$ cat src/rtl/switch_debouncer_pkg.sv
// Shared constants for the DIP-switch debouncer: FSM encoding, default sizes
// and the glitch counter saturation limit.
package switch_debouncer_pkg;

    localparam logic STABLE   = 1'b0;
    localparam logic SETTLING = 1'b1;

    localparam int DEFAULT_WIDTH           = 8;
    localparam int DEFAULT_DEBOUNCE_CYCLES = 16;

    localparam logic [7:0] GLITCH_MAX = 8'd255;

endpackage

$ cat src/rtl/switch_debouncer_bit_synchronizer.sv
// Parameterised-width 2-flop synchroniser with asynchronous active-high reset to 0.
module bit_synchronizer #(
    parameter int WIDTH = 8
) (
    input  logic             clk,
    input  logic             rst,
    input  logic [WIDTH-1:0] d,
    output logic [WIDTH-1:0] q
);

    logic [WIDTH-1:0] meta;

    always_ff @(posedge clk or posedge rst) begin
        if (rst) begin
            meta <= '0;
            q    <= '0;
        end else begin
            meta <= d;
            q    <= meta;
        end
    end

endmodule

$ cat src/rtl/switch_debouncer.sv
// Whole-word debouncer for the raw DIP-switch bus: synchronise, qualify, commit.
// Optional glitch counter enabled by defining SWITCH_DEBOUNCE_GLITCH_CNT_EN.
module switch_debouncer
    import switch_debouncer_pkg::*;
#(
    parameter int WIDTH           = DEFAULT_WIDTH,
    parameter int DEBOUNCE_CYCLES = DEFAULT_DEBOUNCE_CYCLES
) (
    input  logic             clk,
    input  logic             rst,
    input  logic [WIDTH-1:0] sw_raw,
    output logic [WIDTH-1:0] value,
    output logic             changed,
    output logic             settling,
    output logic [7:0]       glitch_count
);

    localparam int CNT_W = (DEBOUNCE_CYCLES > 1) ? $clog2(DEBOUNCE_CYCLES) : 1;
    localparam logic [CNT_W-1:0] CNT_LAST = CNT_W'(DEBOUNCE_CYCLES - 1);

    logic [WIDTH-1:0] sync_q;
    logic [WIDTH-1:0] cand;
    logic [CNT_W-1:0] cnt;
    logic             state;

    bit_synchronizer #(.WIDTH(WIDTH)) u_sync (
        .clk (clk),
        .rst (rst),
        .d   (sw_raw),
        .q   (sync_q)
    );

    always_ff @(posedge clk or posedge rst) begin
        if (rst) begin
            state   <= STABLE;
            cand    <= '0;
            cnt     <= '0;
            value   <= '0;
            changed <= 1'b0;
        end else begin
            changed <= 1'b0;
            if (state == STABLE) begin
                if (sync_q != value) begin
                    cand  <= sync_q;
                    cnt   <= '0;
                    state <= SETTLING;
                end
            end else begin
                // Any deviation from the candidate aborts or restarts the word.
                if (sync_q != cand) begin
                    if (sync_q == value) begin
                        state <= STABLE;
                    end else begin
                        cand <= sync_q;
                        cnt  <= '0;
                    end
                end else if (cnt == CNT_LAST) begin
                    value   <= cand;
                    changed <= 1'b1;
                    state   <= STABLE;
                end else begin
                    cnt <= cnt + CNT_W'(1);
                end
            end
        end
    end

    assign settling = (state == SETTLING);

`ifdef SWITCH_DEBOUNCE_GLITCH_CNT_EN
    logic [7:0] glitch_q;

    function automatic logic [7:0] sat_inc(input logic [7:0] c);
        return (c == GLITCH_MAX) ? c : c + 8'd1;
    endfunction

    // Both the bounce-back and the restart branch fire exactly when the
    // synchronised word departs from the candidate during qualification.
    always_ff @(posedge clk or posedge rst) begin
        if (rst) begin
            glitch_q <= 8'd0;
        end else if (state == SETTLING && sync_q != cand) begin
            glitch_q <= sat_inc(glitch_q);
        end
    end

    assign glitch_count = glitch_q;
`else
    assign glitch_count = 8'd0;
`endif

endmodule

$ cat config.mk
export PLATFORM = sky130hd
export DESIGN_NAME = switch_debouncer
export DESIGN_NICKNAME = d
export VERILOG_FILES = /design/src/rtl/switch_debouncer_pkg.sv /design/src/rtl/switch_debouncer_bit_synchronizer.sv /design/src/rtl/switch_debouncer.sv
export SDC_FILE = /design/constraint.sdc
export NUM_CORES = 1
export LEC_CHECK = 0
export CAP_MARGIN = 20
export CELL_PAD_IN_SITES_DETAIL_PLACEMENT = 1
export CELL_PAD_IN_SITES_GLOBAL_PLACEMENT = 2
export CORE_UTILIZATION = 35
export CTS_CLUSTER_SIZE = 28
export DETAILED_ROUTE_END_ITERATION = 8
export GPL_TIMING_DRIVEN = 0
export HOLD_SLACK_MARGIN = 0.12
export PLACE_DENSITY = 0.85
export SLEW_MARGIN = 10
export SYNTH_ARGS = -nofsm -noshare
export SYNTH_HDL_FRONTEND = slang
export SYNTH_SLANG_ARGS = --single-unit
$ cat constraint.sdc
create_clock -name clk -period 2.1 [get_ports clk]
set_input_delay 0.63 -clock clk [delete_from_list [all_inputs] [get_ports clk]]
set_output_delay 0.63 -clock clk [all_outputs]
set_load 0.03 [all_outputs]
**Word level (Yosys, flattened, before mapping)**

Cells that the tools add are included.

- Equality and inequality tests: 8
- Divide/modulo/power cells: 0
- Shift operators: 0
- Reduce and logical (&&, ||, !) cells: 4
- Multiplexer cells: 17
- Order comparisons: 0
- Add/subtract/negate cells: 1
- Multiply operators: 0
- Bitwise gates (word level): 1

Operators with widths:

| operator | count |
|---|---|
| 8-bit two-way mux | 4 |
| 4-bit two-way mux | 5 |
| 8-bit != test | 2 |
| 3-bit AND reduction | 3 |
| 8-bit == test | 1 |
| 1-bit two-way mux | 8 |
| 3-bit != test, second input constant | 2 |
| 4-bit by 1-bit adder with 4-bit output, second input constant | 1 |
| 4-bit == test, second input constant | 1 |
| 2-bit by 1-bit != test with 1-bit output, second input constant | 1 |
| 2-bit != test, second input constant | 1 |
| 2-bit nonzero test | 1 |
| 1-bit inverter | 1 |

- RAM bits: 0
- Logic and storage cells: 38
- ROM bits: 0
- Bits in latches: 0
- Input bits: 10
- Memories kept: 0
- Register bits: 38
- Output and inout bits: 18

**Depth between registers and ports, before layout**

Gate-level depths: netlist (run 1).

- Depth in word-level cells: 4
- Mapped depth: 6
- Mapped depth without buffers: 5

**By module**

A second synthesis (run 1) with hierarchy kept.

- Cells, all modules: 111
- Area total of the unflattened synthesis: 1566.5 sq um

By module, submodules not included:

| module | cells each | seq. area each (sq um) | times used | area each (sq um) |
|---|---|---|---|---|
| switch_debouncer | 94 | 550.5 | 1 | 1162.4 |
| bit_synchronizer | 17 | 400.4 | 1 | 404.1 |

**Worst setup path after synthesis (run 1)**

Ideal clock, no wire load.

- Path type: reg-to-reg
- Start: register value[0]
- End: register cand[0]
- Clock period less this slack: 1.707 ns
- Cell stages (with the launch flop): 5
- Buffers on the path: 0
- Arrival time: 1.582 ns
- Setup slack: 0.393 ns
- Library setup time: 0.125 ns
- Data required time: 1.975 ns
- Cell sequence: dfrtp_1 -> xor2_1 -> nor4_2 -> a21oi_4 -> mux2_4

- Cells in the longest elaborated chain, start to end: 3
- Elaborated cells on any way between the ends: 5
- Those cells by class: eq/ne (3); reduce/logical (2)

Ends and longest elaborated chain:

| what | line | RTL |
|---|---|---|
| start: declaration | switch_debouncer.sv:12 | `output logic [WIDTH-1:0] value,` |
| start signal: assignment | switch_debouncer.sv:58 | `value <= cand;` |
| 8-bit == test / 8-bit != test (equally long branches) | switch_debouncer.sv:51, switch_debouncer.sv:43 |  |
| 2-bit != test (no source line) / 2-bit nonzero test (equally long branches) | -- |  |
| 3-bit AND reduction (no source line) * | -- |  |
| end signal: assignment | switch_debouncer.sv:44 | `cand <= sync_q;` |
| end signal: assignment | switch_debouncer.sv:54 | `cand <= sync_q;` |
| end: declaration | switch_debouncer.sv:22 | `logic [WIDTH-1:0] cand;` |

Every way passes the cells marked *; elsewhere a longest branch is shown, timed or not.
A chain may end at the register's enable or synchronous reset.

**Final worst setup path (run 1)**

- Start: register value[6]
- End: output value[6]

No word-level cell between the ends.

==> results.tsv, run 1 <==
stage	metric	value	unit
run_status	status	finished, final reports clean	
placed_design	dp_cells	187	
die	start_util	0.3618	
grt	grt_pass1_vias	938	
worst_setup_path	path_cells	clkdlybuf4s50_1	
cells_and_area	drive_gt1_frac	0.2657	
die	core-area	4354	um2
sta	clock.fmax	495.0	MHz
grt	gr-total-overflow	0	
sta	fin_crit_sh	0.9620	
sta	maxSlewViolCount	0	
clock_tree	cts.reportedPaths.clkPinSlew	80	ps
synth	synth_compound_area_frac	0.04210	
run	maxCapViolations	0	
synth	syn-cell-area	1575	um2
sta	setup_viol	0	
worst_setup_path	path_delay_family	buffers and inverters	
die	io_pins	28	
clock_tree	cts_buffers	5	
worst_setup_path	slowest_stage	clkdlybuf4s50_1	
worst_setup_path	cp_num_buf_inv	1	
synth	yosysSeqAreaShare	0.6037	
synth	synthArstFlopShare	1.000	
placed_design	globalplace.congestion	0.7265	
synth	synth.most_common_cell	dfrtp_1	
synth	yosys_warnings	0	
synth	synth_top_family_by_area	multiplexers	
clock_tree	ctsHoldBuffers	0	
worst_setup_path	slowest_delay	690	ps
clock_tree	htree_num_levels	2	
cells_and_area	nNetsFinal	153	
placed_design	portBuffers	19	
clock_tree	ctsResizeCount	0	
placed_design	dp_hpwl	2055	um
synth	yosys.area_share.simple	0.07705	
sta	worst_pin_slew	759.8	ps
synth	avgSynthCellArea	14.45	um2
routing	viasPerCell	4.641	
die	die_x	69.09	um
grt	grt_usage	0.1313	
cells_and_area	syn_to_final_growth	26.61	%
clock_tree	cts_setup_buffers	0	
sta	slew-limit-headroom	0.4928	
synth	synth.top_cell.area_share	0.6037	
synth	synthMuxAreaShare	0.1287	
sta	skew	9.359	ps
synth	ys_ff_latch	38	
routing	routed_wl	2764	um
routing	drc	0	
clock_tree	cts_root_buffer	clkbuf_8	
power_and_ir_drop	power_density	811.8	nW/um2
clock_tree	clock_sinks	38	
clock_tree	clock_latency	300	ps
die	die_h	69.09	um
routing	drtPass1Iterations	3	
worst_setup_path	cp_data_required_time	1470	ps
die	rows	24	
synth	post_synth_num_cell_types	27	
clock_tree	tritoncts	done	
cells_and_area	num_antenna_cells	0	
grt	grt_pass1_wl	4595	um
power_and_ir_drop	vdd_drop_max	0.6917	mV
synth	postSynthCellCount	109	
synth	yosysTopAreaCell	dfrtp_1	
sta	finalHoldViolCount	0	
grt	antenna_found_initial	0	
power_and_ir_drop	leakagePower	0.9268	nW
worst_setup_path	cp-end-kind	output port	
synth	synth-main-ff-cell	dfrtp_1	
routing	avgRoutedWirePerCell	14.17	um
synth	ys_top_cells_by_area	dfrtp_1, mux2_2, mux2_4	
clock_tree	clock_path_buffers	2	
worst_hold_path	hold_class	reg -> reg	
sta	rsz0062_at_grt	false	
synth	synthXorXnorAreaFrac	0.08340	
cells_and_area	fill_cells	449	
cells_and_area	design_area	1994	um2
sta	min_period	2020	ps
worst_setup_path	cp_max_fo	3	
synth	synth_commonest_cells	dfrtp_1, buf_4, mux2_2	
cells_and_area	fin_cells	195	
placed_design	place_area	1857	um2
worst_setup_path	cp-start-kind	flop	
synth	synth_edf_count	0	
die	dieArea	4773	um2
grt	grt_max_degree	39	
worst_setup_path	crit_type	reg -> out	
routing	postRouteAntennaNets	0	
synth	synth_adder_area_share	0.007943	
routing	drt_iter0_drc	11	
power_and_ir_drop	power	1.619	mW
worst_setup_path	arrival	1390	ps
routing	vias	905	
[power breakdown]
| part | switching, mW | internal, mW | total (mW) |
|---|---|---|---|
| Clock | 0.260 | 0.476 | 0.736 |
| Sequential | 0.0202 | 0.756 | 0.776 |
| Combinational | 0.0562 | 0.0509 | 0.107 |
[final timing paths]
| check | from | endpoint | slack [ps] | cells past startpoint |
|---|---|---|---|---|
| worst max-delay path | value[6] | value[6] | 80 | 1 |
| min in group asynchronous | rst | cand[3] | 790 | 2 |
| worst max register to register | cand[0] | value[5] | 170 | 5 |
| worst min-delay path | u_sync.meta[2] | u_sync.q[2] | 360 | 0 |
| max in group asynchronous | rst | u_sync.meta[4] | 830 | 2 |
| worst min register to register | u_sync.meta[2] | u_sync.q[2] | 360 | 0 |
[layout make-up]
class	count	area, um2	share of cell area
flip-flops and latches	38	950.9	0.4768
multi-input cells	64	564.3	0.2829
repair buffers	19	190.2	0.09536
clock buffers	5	68.82	0.03450
clock inverters	3	68.82	0.03450
plain buffers	9	67.56	0.03388
well taps	52	65.06	0.03262
inverters	5	18.77	0.009410
[sequential cells by signal (all words and copies together), names as in the netlist]
signal       count
changed          1
cand             8
value            8
settling         1
cnt              4
u_sync.q         8
u_sync.meta      8
[kinds of logic (layout without fill, tap and decap cells)]
group / count (synthesis) / count (layout)
other: 1 / 8
DFF: 38 / 38
AOI/OAI and AO/OA: 7 / 7
adders and majority gates: 1 / 1
buffers and inverters: 14 / 41
muxes: 16 / 16
xor gates and xnor gates: 15 / 15
and+or+nand+nor: 17 / 17
[metrics by stage]
step | worst slack (ps) | util | setup TNS, ps | hold slack (ps)
global placement | -126.3 | 0.4264 | -4764 | 332.4
CTS | 60.09 | 0.4580 | 0 | 359.0
finish | 79.87 | 0.4580 | 0 | 356.6
floorplan | 392.6 | - | 0 | 331.2
global route | 29.52 | 0.4580 | 0 | 360.1
detailed placement | 143.4 | 0.4264 | 0 | 342.6
[cell usage in the layout, fill, tap and decap left out, drive strengths merged]
cell type	n
mux2	16
clkinv	1
ha	1
inv	5
nor4	3
clkdlybuf4s50	19
a221oi	1
xnor2	7
nand2	3
and4	1
xor2	8
a32o	1
nand3	3
a311o	1
dfrtp	38
nor3	3
nand2b	1
and3	1
a21oi	2
bufinv	2
conb	8
clkbuf	5
o21bai	1
o2111ai	1
nor2	1
buf	9
and2	1
[layer usage]
layer,GRT usage,vias up,part of all wire
met2,0.2201,21,0.53
met1,0.1382,456,0.39
met5,0,-,0
li1,-,422,-
met4,0.08844,0,0.032
met3,0.04532,6,0.044
No activity file was read; power rests on OpenSTA's default activity.
==> run 2, diff against run 1 <==
--- a/config.mk
+++ b/config.mk
@@ -8,12 +8,13 @@
 export CAP_MARGIN = 20
 export CELL_PAD_IN_SITES_DETAIL_PLACEMENT = 1
 export CELL_PAD_IN_SITES_GLOBAL_PLACEMENT = 2
-export CORE_UTILIZATION = 35
+export CORE_UTILIZATION = 30
 export CTS_CLUSTER_SIZE = 28
 export DETAILED_ROUTE_END_ITERATION = 8
 export GPL_TIMING_DRIVEN = 0
 export HOLD_SLACK_MARGIN = 0.12
-export PLACE_DENSITY = 0.85
+export PLACE_DENSITY = 0.75
+export SETUP_SLACK_MARGIN = 0.3
 export SLEW_MARGIN = 10
 export SYNTH_ARGS = -nofsm -noshare
 export SYNTH_HDL_FRONTEND = slang
==> results.tsv, run 2 (same netlist as run 1, synthesis figures left out) <==
stage	metric	value	unit	change
clock_tree	clock_path_buffers	2		unchanged
placed_design	portBuffers	19		unchanged
grt	grt_max_degree	39		unchanged
placed_design	globalplace.congestion	0.7141		was 0.7265
worst_hold_path	hold_path_depth	0		unchanged
die	core-area	5075	um2	was 4354 um2
sta	min_period	1777	ps	was 2020 ps
cells_and_area	num_antenna_cells	0		unchanged
cells_and_area	nNetsFinal	167		was 153
placed_design	dp_cells	205		was 187
routing	viasPerCell	4.280		was 4.641
sta	worst_pin_slew	774.3	ps	was 759.8 ps
grt	grt_pass1_vias	996		was 938
routing	routed_wl	3106	um	was 2764 um
die	die_h	74.46	um	was 69.09 um
die	start_util	0.3104		was 0.3618
grt	grt_pass1_wl	4802	um	was 4595 um
worst_setup_path	arrival	1940	ps	was 1390 ps
routing	vias	963		was 905
clock_tree	htree_num_levels	2		unchanged
sta	setup_slack	323.1	ps	was 79.87 ps
clock_tree	clock_latency	290	ps	was 300 ps
cells_and_area	fin_cells	225		was 195
routing	drc	0		unchanged
clock_tree	cts_buffers	5		unchanged
placed_design	dp_hpwl	1961	um	was 2055 um
clock_tree	cts.reportedPaths.clkPinSlew	70	ps	was 80 ps
sta	skew	8.167	ps	was 9.359 ps
worst_setup_path	crit_type	reg -> reg		was reg -> out
clock_tree	ctsHoldBuffers	0		unchanged
run_status	status	finished, final reports clean		unchanged
grt	gr-total-overflow	0		unchanged
power_and_ir_drop	power_density	642.5	nW/um2	was 811.8 nW/um2
routing	postRouteAntennaNets	0		unchanged
sta	rsz0062_at_grt	true		was false
worst_setup_path	cp_max_fo	5		was 3
placed_design	place_ws	169.7	ps	was 143.4 ps
worst_setup_path	cp-end-kind	flop		was output port
power_and_ir_drop	leakagePower	1.059	nW	was 0.9268 nW
power_and_ir_drop	vdd_drop_max	0.4020	mV	was 0.6917 mV
routing	drtPass1Iterations	4		was 3
sta	clock.fmax	562.8	MHz	was 495.0 MHz
sta	setup_viol	0		unchanged
grt	grt_usage	0.1215		was 0.1313
cells_and_area	final_common_cell	dfrtp_1		unchanged
clock_tree	clock_sinks	38		unchanged
die	die_x	74.46	um	was 69.09 um
worst_setup_path	cp-start-kind	flop		unchanged
sta	fin_crit_sh	0.8462		was 0.9620
sta	slew-limit-headroom	0.4830		was 0.4928
clock_tree	tritoncts	done		unchanged
routing	drt_iter0_drc	12		was 11
routing	avgRoutedWirePerCell	13.80	um	was 14.17 um
die	dieArea	5544	um2	was 4773 um2
worst_setup_path	cp_data_required_time	2270	ps	was 1470 ps
sta	maxSlewViolCount	0		unchanged
cells_and_area	fill_cells	551		was 449
cells_and_area	syn_to_final_growth	39.24	%	was 26.61%
sta	finalHoldViolCount	0		unchanged
die	rows	26		was 24
worst_setup_path	ff2ff_path_depth	6		was 5
run	maxCapViolations	0		unchanged
clock_tree	cts_root_buffer	clkbuf_8		unchanged
worst_hold_path	hold_class	reg -> reg		unchanged
cells_and_area	drive_gt1_frac	0.3935		was 0.2657
die	io_pins	28		unchanged
grt	antenna_found_initial	0		unchanged
cells_and_area	final_cell_mix	dfrtp_1, buf_4, mux2_4		was dfrtp_1, clkdlybuf4s50_1, buf_4, mux2_2
[run 2: report_power, final]
| part | leakage [nW] | total, mW | switching, mW | internal (mW) |
|---|---|---|---|---|
| combinational | 0.546 | 0.142 | 0.0694 | 0.0727 |
| sequential | 0.470 | 0.778 | 0.0222 | 0.756 |
| clock | 0.0431 | 0.489 | 0.236 | 0.253 |
| total | 1.06 | 1.41 | 0.327 | 1.08 |
[run 2: per-stage QoR]
stage                     utilization  setup TNS, ps  power (mW)  hold WS, ps  instance area (um2)
final                          0.4322              0       1.409        348.5                 2193
after global routing           0.4322              0       1.473        357.7                 2193
after floorplan                     -              0      0.8662        331.2                 1602
after detailed placement       0.3703              0      0.8985        336.2                 1879
after global placement         0.3703          -5269      0.8941        333.5                 1879
after CTS                      0.4034              0       1.406        351.7                 2047
[run 2: final cells by class]
| cell class | count | area [um2] | area share |
|---|---|---|---|
| flip-flops and latches | 38 | 950.9 | 0.4335 |
| multi-input cells | 64 | 691.9 | 0.3155 |
| repair buffers | 33 | 290.3 | 0.1323 |
| well taps | 70 | 87.58 | 0.03993 |
| clock buffers | 6 | 82.58 | 0.03765 |
| plain buffers | 9 | 71.32 | 0.03252 |
| inverters | 5 | 18.77 | 0.008557 |
[run 2: final timing paths]
path | startpoint | to | slack [ps]
min | u_sync.meta[6] | u_sync.q[6] | 350
max in group asynchronous | rst | cand[2] | 800
max | cand[7] | value[3] | 320
min in group asynchronous | rst | value[5] | 810
max reg2reg | cand[7] | value[3] | 320
min reg2reg | u_sync.meta[6] | u_sync.q[6] | 350
[run 2: what timing repair did]
item / in CTS / in global routing
gates cloned: 1 / 0
resized for setup: 19 / 17
setup endpoints to repair: 26 / 10
pin swaps: 1 / 7
buffers inserted: 7 / 6
[run 2: worst max-delay path, cell delays in order, from the launching register on]
cell     delay, ps
dfrtp_1        420
xnor2_2        180
nand3_2        130
nor4_4         290
buf_4          160
buf_6          130
mux2_2         330
[run 2: metal layers]
| layer | vias to the layer above | GRT usage | part of all wire |
|---|---|---|---|
| met5 | - | 0 | 0 |
| met4 | 0 | 0.05031 | 0.0087 |
| met3 | 4 | 0.04472 | 0.047 |
| met2 | 23 | 0.1912 | 0.51 |
| met1 | 488 | 0.1508 | 0.43 |
| li1 | 448 | - | - |
==> run 3, diff against run 2 <==
--- a/config.mk
+++ b/config.mk
@@ -13,7 +13,7 @@
 export DETAILED_ROUTE_END_ITERATION = 8
 export GPL_TIMING_DRIVEN = 0
 export HOLD_SLACK_MARGIN = 0.12
-export PLACE_DENSITY = 0.75
+export PLACE_DENSITY = 0.78
 export SETUP_SLACK_MARGIN = 0.3
 export SLEW_MARGIN = 10
 export SYNTH_ARGS = -nofsm -noshare
==> constraint.sdc (replaced) <==
create_clock -name clk -period 1.6 [get_ports clk]
set_input_delay 0.48 -clock clk [delete_from_list [all_inputs] [get_ports clk]]
set_output_delay 0.48 -clock clk [all_outputs]
set_load 0.03 [all_outputs]
==> results.tsv, run 3 (same netlist as run 1, synthesis figures left out) <==
stage	metric	value	unit	change
run_status	status	finished, violations left		was finished, final reports clean
run_status	violations	negative setup slack		
power_and_ir_drop	power_density	848.7	nW/um2	was 642.5 nW/um2
die	die_x	74.46	um	unchanged
sta	skew	5.238	ps	was 8.167 ps
clock_tree	cts.reportedPaths.clkPinSlew	70	ps	about the same
worst_setup_path	path_cells	xnor2_2 -> o2111ai_2 -> nor4_4 -> buf_6 -> mux2_4		was xnor2_2 -> nand3_2 -> nor4_4 -> buf_4 -> buf_6 -> mux2_2
clock_tree	clock_sinks	38		unchanged
power_and_ir_drop	power	2.016	mW	was 1.409 mW
sta	finalHoldViolCount	0		unchanged
routing	avgRoutedWirePerCell	14.46	um	was 13.80 um
worst_setup_path	path_delay_family	flip-flops		unchanged
sta	clock.fmax	550.4	MHz	was 562.8 MHz
worst_setup_path	reg2reg_slack	-220	ps	was 320 ps
grt	grt_max_degree	39		unchanged
sta	setup_slack	-217.0	ps	was 323.1 ps
routing	vias	982		was 963
grt	grt_pass1_vias	1133		was 996
cells_and_area	drive_gt1_frac	0.5758		was 0.3935
grt	antenna_found_initial	0		unchanged
cells_and_area	final_common_cell	dfrtp_1		unchanged
worst_hold_path	hp-start	u_sync.meta[4]		was u_sync.meta[6]
placed_design	dp_hpwl	1986	um	was 1961 um
sta	min_period	1817	ps	was 1777 ps
die	io_pins	28		unchanged
routing	drtPass1Iterations	4		unchanged
routing	drt_iter0_drc	42		was 12
cells_and_area	num_antenna_cells	0		unchanged
worst_setup_path	slowest_delay	430	ps	was 420 ps
worst_setup_path	cp_max_fo	5		unchanged
grt	grt_pass1_wl	5540	um	was 4802 um
clock_tree	clock_path_buffers	2		unchanged
placed_design	portBuffers	19		unchanged
clock_tree	tritoncts	done		unchanged
clock_tree	cts_buffers	5		unchanged
worst_hold_path	hold_path_depth	0		unchanged
run	maxCapViolations	0		unchanged
sta	rsz0062_at_grt	true		unchanged
worst_setup_path	cp-start-kind	flop		unchanged
cells_and_area	design_area	2376	um2	was 2193 um2
clock_tree	clock_latency	290	ps	about the same
routing	postRouteAntennaNets	0		unchanged
placed_design	place_area	1906	um2	was 1879 um2
cells_and_area	nNetsFinal	175		was 167
worst_setup_path	crit_type	reg -> reg		unchanged
worst_setup_path	cp_num_cells	5		was 6
sta	whs	350.1	ps	was 348.5 ps
die	rows	26		unchanged
cells_and_area	regArea	959.7	um2	was 950.9 um2
cells_and_area	final_cell_mix	dfrtp_1, buf_4, buf_6		was dfrtp_1, buf_4, mux2_4
sta	fin_crit_sh	1.136		was 0.8462
worst_setup_path	arrival	1990	ps	was 1940 ps
die	dieArea	5544	um2	unchanged
worst_setup_path	cp_data_required_time	1770	ps	was 2270 ps
routing	drc	0		unchanged
cells_and_area	fill_cells	543		was 551
sta	setup_viol	22		was 0
die	die_h	74.46	um	unchanged
worst_setup_path	rr_startpoint	cand[0]		was cand[7]
clock_tree	htree_num_levels	2		unchanged
die	start_util	0.3104		unchanged
placed_design	globalplace.congestion	0.6766		was 0.7141
power_and_ir_drop	vdd_drop_max	0.3938	mV	was 0.4020 mV
worst_setup_path	reg2reg_to	value[4]		was value[3]
worst_setup_path	cp-end-kind	flop		unchanged
grt	gr-total-overflow	0		unchanged
cells_and_area	syn_to_final_growth	50.83	%	was 39.24%
grt	grt_usage	0.1400		was 0.1215
routing	routed_wl	3398	um	was 3106 um
worst_hold_path	hold_class	reg -> reg		unchanged
die	core-area	5075	um2	unchanged
power_and_ir_drop	leakagePower	1.096	nW	was 1.059 nW
worst_hold_path	worstHoldEndpoint	u_sync.q[4]		was u_sync.q[6]
worst_setup_path	cp_num_buf_inv	1		was 2
sta	maxSlewViolCount	0		unchanged
cells_and_area	multi_input_area	730.7	um2	was 691.9 um2
worst_setup_path	slowest_stage	dfrtp_1		unchanged
clock_tree	cts_root_buffer	clkbuf_8		unchanged
worst_setup_path	ff2ff_path_depth	5		was 6
routing	viasPerCell	4.179		was 4.280
## run 3: worst max path at each step
stage	endpoint	startpoint
2_1_floorplan	cand[0]	value[3]
4_1_cts	cnt[2]	u_sync.q[0]
6_report	value[4]	cand[0]
3_5_place_dp	value[3]	cnt[0]
5_1_grt	value[4]	cand[0]
3_3_place_gp	value[4]	u_sync.q[2]
## run 3: power by group
part | total (mW) | switching (mW) | internal [mW]
Clock | 0.795 | 0.329 | 0.466
Sequential | 1.02 | 0.0310 | 0.992
Combinational | 0.198 | 0.0959 | 0.102
## run 3: area by class of cell
class | instances | share of cell area
sequential | 38 | 0.4039
multi-input combinational | 64 | 0.3075
timing repair buffer | 40 | 0.1643
tap | 70 | 0.03686
clock buffer | 7 | 0.03212
buffer | 9 | 0.03002
clock inverter | 1 | 0.01264
inverter | 5 | 0.009479
timing repair inverter | 1 | 0.003160
## run 3: stage by stage
step | util | setup slack, ps | TNS (ps) | instances
floorplan | - | -40.47 | -506.8 | 116
global placement | 0.3755 | -175.4 | -2953 | 205
detailed placement | 0.3755 | -264.2 | -4135 | 205
CTS | 0.4529 | -151.1 | -2424 | 232
global route | 0.4682 | -279.1 | -5196 | 235
finish | 0.4682 | -217.0 | -3545 | 235
## run 3: worst register-to-register path, stage by stage, from the launching register on
cell and delay (ps):
dfrtp_1 430, xnor2_2 190, o2111ai_2 180, nor4_4 400, buf_6 200, mux2_4 310
## run 3: routing by layer
layer  track usage  vias up  part of all wire
li1              -      460                 -
met1        0.1697      499              0.41
met2        0.2392       23              0.54
met3       0.03252        0             0.041
met4       0.05870        0                 0
met5             0        -                 0
## run 3: repair_timing
action                                  CTS  global route
gates resized for setup                  98            12
pin swaps                                12             5
buffers inserted                         18             2
gates cloned                              1             1
hold endpoints to repair                  0             0
hold buffers                              0             0
endpoints found under the setup margin   32            39
